File: config.mk
export PLATFORM = sky130hd
export DESIGN_NAME = cbus_rr_arbiter_flat
export DESIGN_NICKNAME = d
export VERILOG_FILES = /design/src/rtl/cbus_rr_arbiter_if.sv /design/src/rtl/cbus_rr_arbiter.sv /design/src/flat_wrapper.sv
export SDC_FILE = /design/constraint.sdc
export NUM_CORES = 1
export LEC_CHECK = 0
export ABC_AREA = 1
export BUFFER_PORTS_ARGS = -buffer_cell sky130_fd_sc_hd__buf_4
export CORE_AREA = 2 2 123 125
export DETAILED_ROUTE_END_ITERATION = 10
export DIE_AREA = 0 0 125 127
export SETUP_SLACK_MARGIN = 0.15
export SLEW_MARGIN = 20
export SYNTH_ARGS = -nofsm -noshare
export SYNTH_HDL_FRONTEND = slang
export SYNTH_SLANG_ARGS = --single-unit
export TNS_END_PERCENT = 50
File: constraint.sdc
create_clock -name clk -period 2.1 [get_ports clk]
set_input_delay 0 -clock clk [delete_from_list [all_inputs] [get_ports clk]]
set_output_delay 0 -clock clk [all_outputs]
set_load 0.02 [all_outputs]
File: src/rtl/cbus_rr_arbiter_if.sv
// cbus_rr_arbiter_if: cbus request/response types and the arbiter's bus bundle
package cbus_pkg;
  typedef struct packed {
    logic        valid;
    logic        write;
    logic [31:0] addr;
    logic [31:0] wdata;
    logic [3:0]  len;
  } cbus_req_t;
  typedef struct packed {
    logic        ready;
    logic        last;
    logic [31:0] data;
  } cbus_resp_t;
endpackage

interface cbus_rr_arbiter_if #(parameter int NUM_INPUTS = 2);
  import cbus_pkg::*;
  cbus_req_t  [NUM_INPUTS-1:0] ireqs;
  cbus_resp_t [NUM_INPUTS-1:0] iresps;
  cbus_req_t                   oreq;
  cbus_resp_t                  oresp;
  modport master (output ireqs, oresp, input iresps, oreq);
  modport slave (input ireqs, oresp, output iresps, oreq);
endinterface

File: src/rtl/cbus_rr_arbiter.sv
// cbus_rr_arbiter: round-robin cbus arbiter, grant locked until ready && last
// Optional transaction watchdog enabled by CBUS_ARB_TIMEOUT_EN.
module cbus_rr_arbiter #(
  parameter int NUM_INPUTS = 2,
  parameter int TIMEOUT_CYCLES = 1024
) (
  input  logic                          clk,
  input  logic                          reset,
  cbus_rr_arbiter_if.slave              bus,
  output logic                          busy,
  output logic [$clog2(NUM_INPUTS)-1:0] grant_idx,
  output logic                          timeout
);
  localparam int IDX_W = $clog2(NUM_INPUTS);
  typedef enum logic {IDLE, BUSY} state_t;
  state_t state_q, state_d;
  logic [IDX_W-1:0] ptr_q, sel_q, win;
  logic found, grant, done;
  always_comb begin
    found = 1'b0;
    win = ptr_q;
    // descending scan so the closest index to ptr wins
    for (int k = NUM_INPUTS - 1; k >= 0; k--)
      if (bus.ireqs[IDX_W'((int'(ptr_q) + k) % NUM_INPUTS)].valid) begin
        found = 1'b1;
        win = IDX_W'((int'(ptr_q) + k) % NUM_INPUTS);
      end
  end
  assign done = bus.oresp.ready && bus.oresp.last;
  assign grant = state_q == IDLE && found;
  assign busy = state_q == BUSY;
  always_comb begin
    state_d = state_q == IDLE ? (found ? BUSY : IDLE) : (done ? IDLE : BUSY);
    bus.oreq = '0;
    bus.iresps = '0;
    if (state_q == BUSY) begin
      bus.oreq = bus.ireqs[sel_q];
      bus.iresps[sel_q] = bus.oresp;
    end
  end
  always_ff @(posedge clk or posedge reset)
    if (reset) begin
      state_q <= IDLE;
      ptr_q <= '0;
      sel_q <= '0;
      grant_idx <= '0;
    end else begin
      state_q <= state_d;
      if (grant) begin
        sel_q <= win;
        grant_idx <= win;
      end
      if (state_q == BUSY && done) ptr_q <= sel_q == IDX_W'(NUM_INPUTS - 1) ? '0 : sel_q + 1'b1;
    end
`ifdef CBUS_ARB_TIMEOUT_EN
  logic [31:0] wait_cnt;
  always_ff @(posedge clk or posedge reset)
    if (reset) begin
      wait_cnt <= '0;
      timeout <= 1'b0;
    end else begin
      if (grant) wait_cnt <= '0;
      else if (busy && !done && wait_cnt != 32'(TIMEOUT_CYCLES)) wait_cnt <= wait_cnt + 1'b1;
      if (busy && !done && wait_cnt == 32'(TIMEOUT_CYCLES - 1)) timeout <= 1'b1;
    end
`else
  assign timeout = 1'b0 && (TIMEOUT_CYCLES > 0);
`endif
endmodule

File: src/flat_wrapper.sv
// flat-port wrapper written by rule: the top's interface ports become plain ports
module cbus_rr_arbiter_flat 
#(
  parameter int NUM_INPUTS = 2,
  parameter int TIMEOUT_CYCLES = 1024
)
  (clk, reset, busy, grant_idx, timeout, bus_ireqs, bus_oresp, bus_iresps, bus_oreq);
  cbus_rr_arbiter_if #(.NUM_INPUTS(NUM_INPUTS)) bus_i ();
  input  logic clk;
  input  logic reset;
  output logic busy;
  output logic [$clog2(NUM_INPUTS)-1:0] grant_idx;
  output logic timeout;
  input wire logic [$bits(bus_i.ireqs)-1:0] bus_ireqs;
  input wire logic [$bits(bus_i.oresp)-1:0] bus_oresp;
  output wire logic [$bits(bus_i.iresps)-1:0] bus_iresps;
  output wire logic [$bits(bus_i.oreq)-1:0] bus_oreq;
  assign bus_i.ireqs = bus_ireqs;
  assign bus_i.oresp = bus_oresp;
  assign bus_iresps = bus_i.iresps;
  assign bus_oreq = bus_i.oreq;
  cbus_rr_arbiter #(.NUM_INPUTS(NUM_INPUTS), .TIMEOUT_CYCLES(TIMEOUT_CYCLES)) u_core (.clk(clk), .reset(reset), .bus(bus_i), .busy(busy), .grant_idx(grant_idx), .timeout(timeout));
endmodule
Word-level counts from Yosys, hierarchy flattened
Cells that the tools add are included.

Add/subtract/negate cells: 2. Reductions and logical operators: 4. Mux-type cells: 18. Bitwise operators: 2. Magnitude comparators: 4.

Operators with widths (count): 70-bit two-way mux (7); 68-bit AND (1); 68-bit two-way mux (1); 34-bit demux with 1-bit select (1); 34-bit two-way mux (1); 1-bit two-way mux (8); 1-bit by 3-bit < comparator with 1-bit output (second input constant) (2); 1-bit logical AND (4); 1-bit adder (second input constant) (2); 1-bit by 2-bit < comparator with 1-bit output (second input constant) (1); 1-bit >= comparator (second input constant) (1); 1-bit NOT (1).

Register bits: 3. Word-level logic and storage cells: 33. Output and inout port bits: 141.

Logic depth before layout (Yosys ltp)
Gate-level depths: netlist of run 1.

Word-level depth: 8. Depth in mapped cells: 5. Depth with buffers taken out: 4.

Worst setup path before layout of run 1
OpenSTA, ideal clock, no wires.

Path type: reg-to-output. Start: reg u_core.state_q, in the netlist u_core.busy. End: out bus_iresps[10]. Stages on the path, launching flop included: 6. Path buffers: 1. Arrival time: 1.280 ns. Data required time: 2.100 ns. Slack: 0.820 ns. Cells stage by stage: dfrtp_1 > inv_2 > nor2_4 > inv_2 > buf_2 > nor2_1.

Word-level cells in the longest chain between the ends: 1.

RTL lines: from (decl) (line cbus_rr_arbiter.sv:16) `state_t state_q, state_d;`; from (signal assigned) (line cbus_rr_arbiter.sv:48) `state_q <= state_d;`; 68-bit two-way mux (line cbus_rr_arbiter.sv:36) `if (state_q == BUSY) begin`; to (decl) (line flat_wrapper.sv:16) `output wire logic [$bits(bus_i.iresps)-1:0] bus_iresps;`.

Every way passes these cells.

Worst setup path in the final report of run 1
Start: reg u_core.state_q, in the netlist u_core.busy. End: out bus_iresps[13].

Same word-level chain as after synthesis.

==> run_results.csv, run 1 <==
group,metric,value,unit
min_path,min_path_type,"primary input to flop",
die,ios,317,
clocking,clockRootBuffer,"clkbuf_16",
die,die-width,125,um
clocking,cts_made_buffers,3,
synth,seq_area_frac_synth,5.226,%
global_routing,grt_usage,10.60,%
synth,ys.flop_type,"dfrtp_1",
die,core,14420,um2
synth,synth-xor-area-share,0,%
synth,synth_compound_area_share,0,%
global_routing,grt_pass1_wl,13.92,mm
timing,worstMarginPinSlew,0.5922,ns
synth,ys_types,13,
critical_path,critPathArrivalTime,1.58,ns
critical_path,ff2ff_path_depth,4,
global_routing,grt_start_max_net_pins,71,
timing,setup_tns,0,ns
routing,viasPerCell,3.727,
timing,rsz0062_at_grt,"no",
synth,yosys.area.top_type,"nand2_1",
critical_path,reg2reg_slack,1.28,ns
critical_path,start_kind,"flop",
timing,fmax,633.1,MHz
routing,drc,0,
clocking,cts_setup_buffers,0,
synth,avgSynthCellArea,4.046,um2
synth,synth_top_family_by_area,"simple AND/OR/NAND/NOR gates",
critical_path,critPathCaptureType,"primary output",
critical_path,crit_path_end,"bus_iresps[13]",
finish,final_util,28.14,%
clocking,htreeDepth,1,
routing,wirelength,9.528,mm
timing,finalHoldViolations,0,
timing,setup-violations-final,0,
synth,synth.most_common_cell,"nand2_1",
global_routing,grt_pass1_vias,2844,
die,die_h,127,um
finish,nets,835,
clocking,cts_buffer_depth,2,
synth,ys_warn_count,0,
power,ir_worst_vdd,0.3936,mV
timing,skew,0.002191,ns
synth,async_flop_share,100.0,%
clocking,cts_sinks,3,
critical_path,cpMostUsedCell,"inv_2",
die,start_util,9.958,%
global_routing,antenna_found_initial,0,
timing,layout_setup_ws,0.5205,ns
place,globalplace.congestion,0.7452,
clocking,cts_resized,0,
routing,vias,3138,
routing,wire_per_inst,11.32,um
critical_path,critPathKind,"flop to primary output",
critical_path,r2r-start,"u_core.busy$_DFF_PP0_",
timing,relSlewSlack,60.46,%
timing,layout_min_cycle_time,1.579,ns
run_status,status,"completed",
place,dpl.hpwl,7.935,mm
routing,dr.pass1.iters,7,
power,p_total,4.244,mW
synth,synth_seq_cells,3,
synth,synthesis.nets,531,
critical_path,crit_path_start,"u_core.busy$_DFF_PP0_",
critical_path,cp_cell_sequence,"inv_2 > nor2_4 > inv_2 > nor2_1 > buf_4",
synth,synthCells,355,
critical_path,reg2reg_to,"u_core.sel_q$_DFFE_PP0P_",
synth,synthMuxAreaShare,0,%
die,num_rows,44,
critical_path,cpMaxStageDelayCell,"inv_2",
critical_path,critPathMaxStageDelay,0.44,ns
routing,drt_iter0_drc,103,
run,drv_cap,0,
synth,synth-edff-count,0,
routing,antenna_left,0,
critical_path,cp.required,2.10,ns
synth,ys_top_cells_by_count,"nand2_1 (218), nor2_1 (68), inv_1 (36), buf_2 (17)",
clocking,clock_latency,0.22,ns
synth,synth_area,1436,um2
place,dpl_worst_slack,0.7257,ns
min_path,min_from,"bus_ireqs[69]",
timing,maxSlewViolCount,0,
place,io_buffers,315,
timing,period_share,75.21,%
finish,drive_gt1_share,49.70,%
finish,num_antenna_cells,0,
global_routing,grt_remaining_overflow,0,
clocking,cts_tree,"built",
synth,synth_fa_ha_area_share,0,%
die,die_area,15880,um2
synth,synth.area.top_cells,"nand2_1 (57%), nor2_1 (18%), inv_1 (9.4%)",
power,leakage,2.645,nW
timing,hold_ws,0.03508,ns
finish,fill_cells,1662,
synth,netlist.area_leader.share,56.97,%
synth,synth_simple_gate_area_share,77.09,%
clocking,holdBufCountCts,1,
clocking,path_clk_slew,0.03,ns
power,p_per_area,1046,nW/um2
finish,area_growth_syn_to_layout,182.6,%
critical_path,critPathMaxFanout,34,
-- metrics by stage --
step | instance area, um2 | instances
final | 4059 | 842
after global routing | 4059 | 842
after CTS | 4059 | 842
after detailed placement | 3970 | 837
after global placement | 3970 | 837
after floorplan | 1436 | 355
-- how the worst min path moves through the flow --
stage	cells after the start	end	slack, ns
CTS	3	u_core.busy$_DFF_PP0_	0.04
detailed placement	2	u_core.busy$_DFF_PP0_	-0.11
global placement	2	u_core.ptr_q$_DFFE_PP0P_	-0.12
global route	3	u_core.busy$_DFF_PP0_	0.05
finish	3	u_core.busy$_DFF_PP0_	0.04
floorplan	1	u_core.busy$_DFF_PP0_	-0.25
-- final cells by class --
| class | instances | area, um2 | area share, % |
|---|---|---|---|
| Multi-Input combinational cell | 292 | 1111 | 27.37 |
| Inverter | 39 | 146.4 | 3.607 |
| Tap cell | 184 | 230.2 | 5.672 |
| Timing Repair Buffer | 320 | 2417 | 59.56 |
| Sequential cell | 3 | 75.07 | 1.850 |
| Clock buffer | 4 | 78.83 | 1.942 |
-- sequential cells by signal, indices dropped and copies added (netlist names) --
register and cells:
u_core.sel_q 1, u_core.busy 1, u_core.ptr_q 1
-- worst max-delay path: cells and delay by family, from the launching register on --
kind	cells	cell delay (ns)
AND/OR/NAND/NOR	2	0.17
buffers and inverters	3	0.74
flip-flops	1	0.43
-- report_power, final --
part | switching [mW] | internal [mW]
Clock | 0.0479 | 0.250
Combinational | 2.32 | 1.51
Sequential | 0.0325 | 0.0827
-- placed cells by master, fill, tap and decap left out, drive strengths merged --
cell type,instances
nand2,219
buf,319
nand4,1
nor2,69
inv,39
dlygate4sd3,1
clkbuf,4
dfrtp,3
conb,1
nand3,2
-- layer usage --
layer / up-vias / wire (um) / GRT usage (%)
li1: 1615 / - / -
met1: 1332 / 3415 / 11.38
met2: 187 / 5055 / 21.04
met3: 4 / 1012 / 2.973
met4: 0 / 44 / 1.373
met5: - / 0 / 0
-- cells by family (layout without fill, tap and decap cells) --
group                  after synthesis  count (layout)
other                                1               1
DFF                                  3               3
and+or+nand+nor                    291             291
buffers and inverters               60             363
Power figures use the tool's default switching activity.
==> inputs of run 2 (changes only) <==
CORE_AREA = 2 2 124 126   (was 2 2 123 125)
DIE_AREA = 0 0 126 128   (was 0 0 125 127)
clock period = 1.6 ns   (was 2.1 ns; I/O delays follow)
==> run 2 against run 1 <==
Effect of this change: sequential power is 30% higher; routed wire length grew 3.6%; die area up 1.6%; cell count increased by 2.0%; worst setup slack got worse by 0.37 ns; critical endpoint is now bus_oreq[45]; largest power group unchanged.
==> run_results.csv, run 2 (same netlist as run 1, synthesis figures left out) <==
group,metric,value,unit
finish,area_growth_syn_to_layout,209.1,%
timing,rsz0062_at_grt,"yes",
place,placed_cells_incl_taps,846,
timing,layout_setup_ws,0.1463,ns
timing,maxSlewViolCount,0,
place,dpl.hpwl,7.682,mm
critical_path,cp.required,1.60,ns
die,start_util,9.663,%
clocking,path_clk_slew,0.03,ns
finish,layout.cells.non_filler,859,
global_routing,grt_pass1_vias,2924,
finish,final_cell_mix,"buf_4 (306), nand2_1 (196), nor2_1 (62), inv_1 (36), nand2_2 (21)",
place,dpl_worst_slack,0.2751,ns
global_routing,grt_use_met2,19.73,%
power,ir_worst_vdd,0.6001,mV
finish,final_cell_area,4441,um2
power,p_per_area,1435,nW/um2
die,die_area,16130,um2
clocking,cts_sinks,3,
timing,fmax,687.9,MHz
place,io_buffers,315,
global_routing,met3_usage,1.878,%
critical_path,critPathArrivalTime,1.45,ns
critical_path,critPathKind,"flop to primary output",
run_status,status,"completed",
routing,dr.pass1.iters,4,
finish,nets,848,
critical_path,start_kind,"flop",
clocking,cts_made_buffers,3,
place,globalplace.congestion,0.7796,
finish,final_util,29.87,%
clocking,cts_buffer_depth,2,
routing,antenna_left,0,
clocking,htreeDepth,1,
global_routing,use_met1,11.41,%
timing,setup-violations-final,0,
timing,layout_min_cycle_time,1.454,ns
clocking,clock_latency,0.22,ns
die,ios,317,
timing,setup_tns,0,ns
finish,final_common_cell,"buf_4",
global_routing,grt_usage,10.18,%
global_routing,busiest_layer,"met2",
run,drv_cap,0,
timing,skew,0.0009824,ns
power,leakage,2.779,nW
routing,wire_per_inst,11.49,um
routing,drc,0,
power,p_total,6.373,mW
finish,num_antenna_cells,0,
routing,wirelength,9.873,mm
place,dpl-instance-area,4038,um2
finish,multi_input_area,1196,um2
routing,drt_iter0_drc,70,
timing,period_share,90.86,%
global_routing,grt_remaining_overflow,0,
finish,drive_gt1_share,55.14,%
timing,finalHoldViolations,0,
critical_path,critPathCaptureType,"primary output",
clocking,cts_tree,"built",
finish,regArea,77.57,um2
routing,vias,3186,
timing,hold_ws,0.04924,ns
die,die_h,128,um
global_routing,grt_pass1_wl,13.57,mm
die,die-width,126,um
global_routing,antenna_found_initial,0,
die,num_rows,45,
die,core,14860,um2
global_routing,grt_start_max_net_pins,35,
clocking,clockRootBuffer,"clkbuf_16",
min_path,min_path_type,"primary input to flop",
critical_path,critPathMaxFanout,5,
finish,fill_cells,1657,
routing,viasPerCell,3.709,
[run 2: cell count changes in the layout (fill, tap and decap cells not counted), moves of 5 or more]
cell	change
nand2_1	-22
nand2_2	+20
nor2_2	+5
buf_6	+17
buf_12	+5
nor2_1	-6
buf_4	-12
[run 2: worst max-delay path, cell delays in order (launching register included)]
cell       delay (ns)
dfrtp_2          0.43
nor2_4           0.14
buf_12           0.14
buf_12           0.13
clkbuf_16        0.15
nand2_1          0.05
nand2_1          0.06
buf_4            0.13
[run 2: area by class of cell]
class,count,area share [%]
clock buffers,4,1.775
inverters,39,3.522
multi-input cells,292,26.94
flip-flops and latches,3,1.747
well taps,188,5.297
repair buffers,333,60.72
[run 2: metal layers]
metal / vias to the layer above / wire, um
met3: 6 / 932
li1: 1644 / -
met4: 0 / 121
met2: 193 / 5271
met1: 1343 / 3548
met5: - / 0
[run 2: final timing paths]
path | slack, ns | end | startpoint | depth (start not counted)
min in group asynchronous | 0.21 | u_core.ptr_q$_DFFE_PP0P_ | reset | 3
min | 0.05 | u_core.busy$_DFF_PP0_ | bus_ireqs[69] | 3
max | 0.15 | bus_oreq[45] | u_core.sel_q$_DFFE_PP0P_ | 7
max reg2reg | 0.73 | u_core.sel_q$_DFFE_PP0P_ | u_core.busy$_DFF_PP0_ | 5
max in group asynchronous | 1.24 | u_core.sel_q$_DFFE_PP0P_ | reset | 3
min reg2reg | 0.48 | u_core.ptr_q$_DFFE_PP0P_ | u_core.ptr_q$_DFFE_PP0P_ | 2
[run 2: power breakdown]
group	internal [mW]	switching [mW]	leakage (nW)
Clock	0.329	0.0647	0.0382
Sequential	0.112	0.0362	0.0338
Combinational	2.55	3.28	2.71
Total	2.99	3.38	2.78
[run 2: what timing repair did]
action,4_1_cts,5_1_grt
resized for setup,7,54
hold buffers,1,0
endpoints found under the hold margin,3,0
endpoints found under the setup margin,88,76
pin swaps,1,12
setup buffers,2,2
gates cloned,1,3
==> inputs of run 3 (changes only) <==
CTS_BUF_LIST = sky130_fd_sc_hd__clkbuf_16   (was not set)
GPL_TIMING_DRIVEN = 0   (was not set)
RECOVER_POWER = 50   (was not set)
==> run 3 against run 2 <==
Effect of this change: worst setup slack got worse by 0.016 ns; cell area decreased by 8.3%; global-route usage increased by 0.72 points; sequential power increased by 5%; critical endpoint is now bus_iresps[24].
==> run_results.csv, run 3 (same netlist as run 1, synthesis figures left out) <==
group,metric,value,unit
critical_path,cp_top_family,"buffers and inverters",
critical_path,start_kind,"flop",
critical_path,critPathArrivalTime,1.47,ns
clocking,cts_buffer_depth,2,
critical_path,critPathCaptureType,"primary output",
power,ir_worst_vdd,0.4236,mV
die,die_h,128,um
routing,dr.pass1.iters,4,
critical_path,ff2ff_path_depth,4,
critical_path,reg2reg_slack,0.72,ns
critical_path,critPathMaxFanout,10,
die,ios,317,
place,dpl.hpwl,8.491,mm
global_routing,grt_remaining_overflow,0,
finish,layout.cells.non_filler,867,
clocking,clockRootBuffer,"clkbuf_16",
clocking,htreeDepth,1,
critical_path,r2r-start,"u_core.busy$_DFF_PP0_",
finish,final_common_cell,"buf_4",
die,die-width,126,um
run,drv_cap,0,
critical_path,cpMaxStageDelayCell,"dfrtp_2",
min_path,min_path_type,"primary input to flop",
min_path,holdPathStages,3,
finish,final_util,27.41,%
finish,drive_gt1_share,45.07,%
die,core,14860,um2
timing,setup-violations-final,0,
critical_path,cp.required,1.60,ns
global_routing,grt_pass1_wl,14.31,mm
global_routing,grt_usage,10.89,%
timing,finalHoldViolations,0,
finish,fill_cells,1756,
clocking,path_clk_slew,0.03,ns
routing,wire_per_inst,11.44,um
finish,final_cell_mix,"buf_4 (275), nand2_1 (217), nor2_1 (66), clkbuf_1 (46), inv_1 (38)",
global_routing,grt_pass1_vias,2954,
routing,antenna_left,0,
routing,drc,0,
finish,num_antenna_cells,0,
power,p_per_area,1419,nW/um2
timing,skew,0.001228,ns
routing,vias,3164,
critical_path,cp_cell_sequence,"inv_1 > nor2_4 > inv_2 > buf_4 > nor2_1 > clkbuf_1",
clocking,cts_tree,"built",
routing,drt_iter0_drc,127,
run_status,status,"completed",
min_path,worst_hold_path.endpoint,"u_core.sel_q$_DFFE_PP0P_",
critical_path,crit_path_start,"u_core.busy$_DFF_PP0_",
place,placed_cells_incl_taps,858,
power,leakage,2.570,nW
clocking,cts_made_buffers,3,
timing,layout_min_cycle_time,1.470,ns
die,die_area,16130,um2
timing,period_share,91.86,%
critical_path,critPathMaxStageDelay,0.39,ns
timing,setup_tns,0,ns
routing,wirelength,9.921,mm
timing,fmax,680.3,MHz
place,globalplace.congestion,0.7651,
critical_path,cp_num_buf_inv,4,
global_routing,antenna_found_initial,0,
finish,nets,856,
die,num_rows,45,
timing,maxSlewViolCount,0,
power,p_total,5.781,mW
timing,rsz0062_at_grt,"yes",
critical_path,critPathKind,"flop to primary output",
clocking,clock_latency,0.22,ns
critical_path,reg2reg_to,"u_core.sel_q$_DFFE_PP0P_",
routing,viasPerCell,3.649,
clocking,cts_sinks,3,
place,io_buffers,315,
finish,area_growth_syn_to_layout,183.6,%
min_path,min_from,"bus_ireqs[69]",
die,start_util,9.663,%
global_routing,grt_start_max_net_pins,11,
-- run 3: cell count changes in the layout (fill, tap and decap cells not counted), moves of 2 or more --
cell	before	now
buf_12	6	1
buf_4	306	275
buf_6	17	6
clkbuf_1	1	46
clkbuf_16	5	3
clkbuf_2	0	10
inv_1	36	38
nand2_1	196	217
nand2_2	21	1
nor2_1	62	66
nor2_2	5	2
-- run 3: final cells by class --
type,instances,area (um2),area share [%]
clock inverter,1,3.754,0.09214
sequential,3,77.57,1.904
clock buffer,3,75.07,1.843
multi-input combinational,292,1124,27.58
buffer,21,185.2,4.545
tap,188,235.2,5.774
timing repair buffer,320,2222,54.55
inverter,39,151.4,3.716
-- run 3: worst max path at each step --
| stage | end | cells after the start |
|---|---|---|
| floorplan | bus_iresps[10] | 5 |
| global placement | bus_oreq[2] | 6 |
| detailed placement | bus_oreq[2] | 6 |
| CTS | bus_iresps[50] | 4 |
| global route | bus_oreq[11] | 7 |
| finish | bus_iresps[24] | 6 |
-- run 3: per-layer routing --
layer,track usage [%],vias to the layer above,share of wire [%]
met2,20.94,187,51
met4,2.069,0,0.76
met5,0,-,0
met3,2.671,8,10
li1,-,1656,-
met1,12.19,1313,38
-- run 3: metrics by stage --
stage / hold slack (ns) / setup slack (ns) / instance area (um2)
after floorplan: -0.2464 / 0.3195 / 1436
after global placement: -0.1247 / 0.02068 / 4036
after detailed placement: -0.1252 / 0.02406 / 4036
after CTS: 0.03734 / 0.1044 / 4230
after global routing: 0.04633 / 0.04160 / 4074
final: 0.04391 / 0.1302 / 4074
-- run 3: where the power goes --
group          switching (mW)  internal (mW)  leakage, nW  total, mW
registers              0.0450          0.112       0.0338      0.157
clock network          0.0711          0.323       0.0423      0.394
logic                    3.18           2.05         2.49       5.23
-- run 3: tightest hold or removal path, cell delays in order --
cell	delay, ns
buf_4	0.09
nand3_1	0.07
nand2_1	0.07
-- run 3: what timing repair did --
action	4_1_cts	5_1_grt
hold endpoints to repair	3	0
endpoints found under the setup margin	132	119
resized for setup	30	11
hold buffers	1	0
setup buffers	3	1
pin swaps	1	1
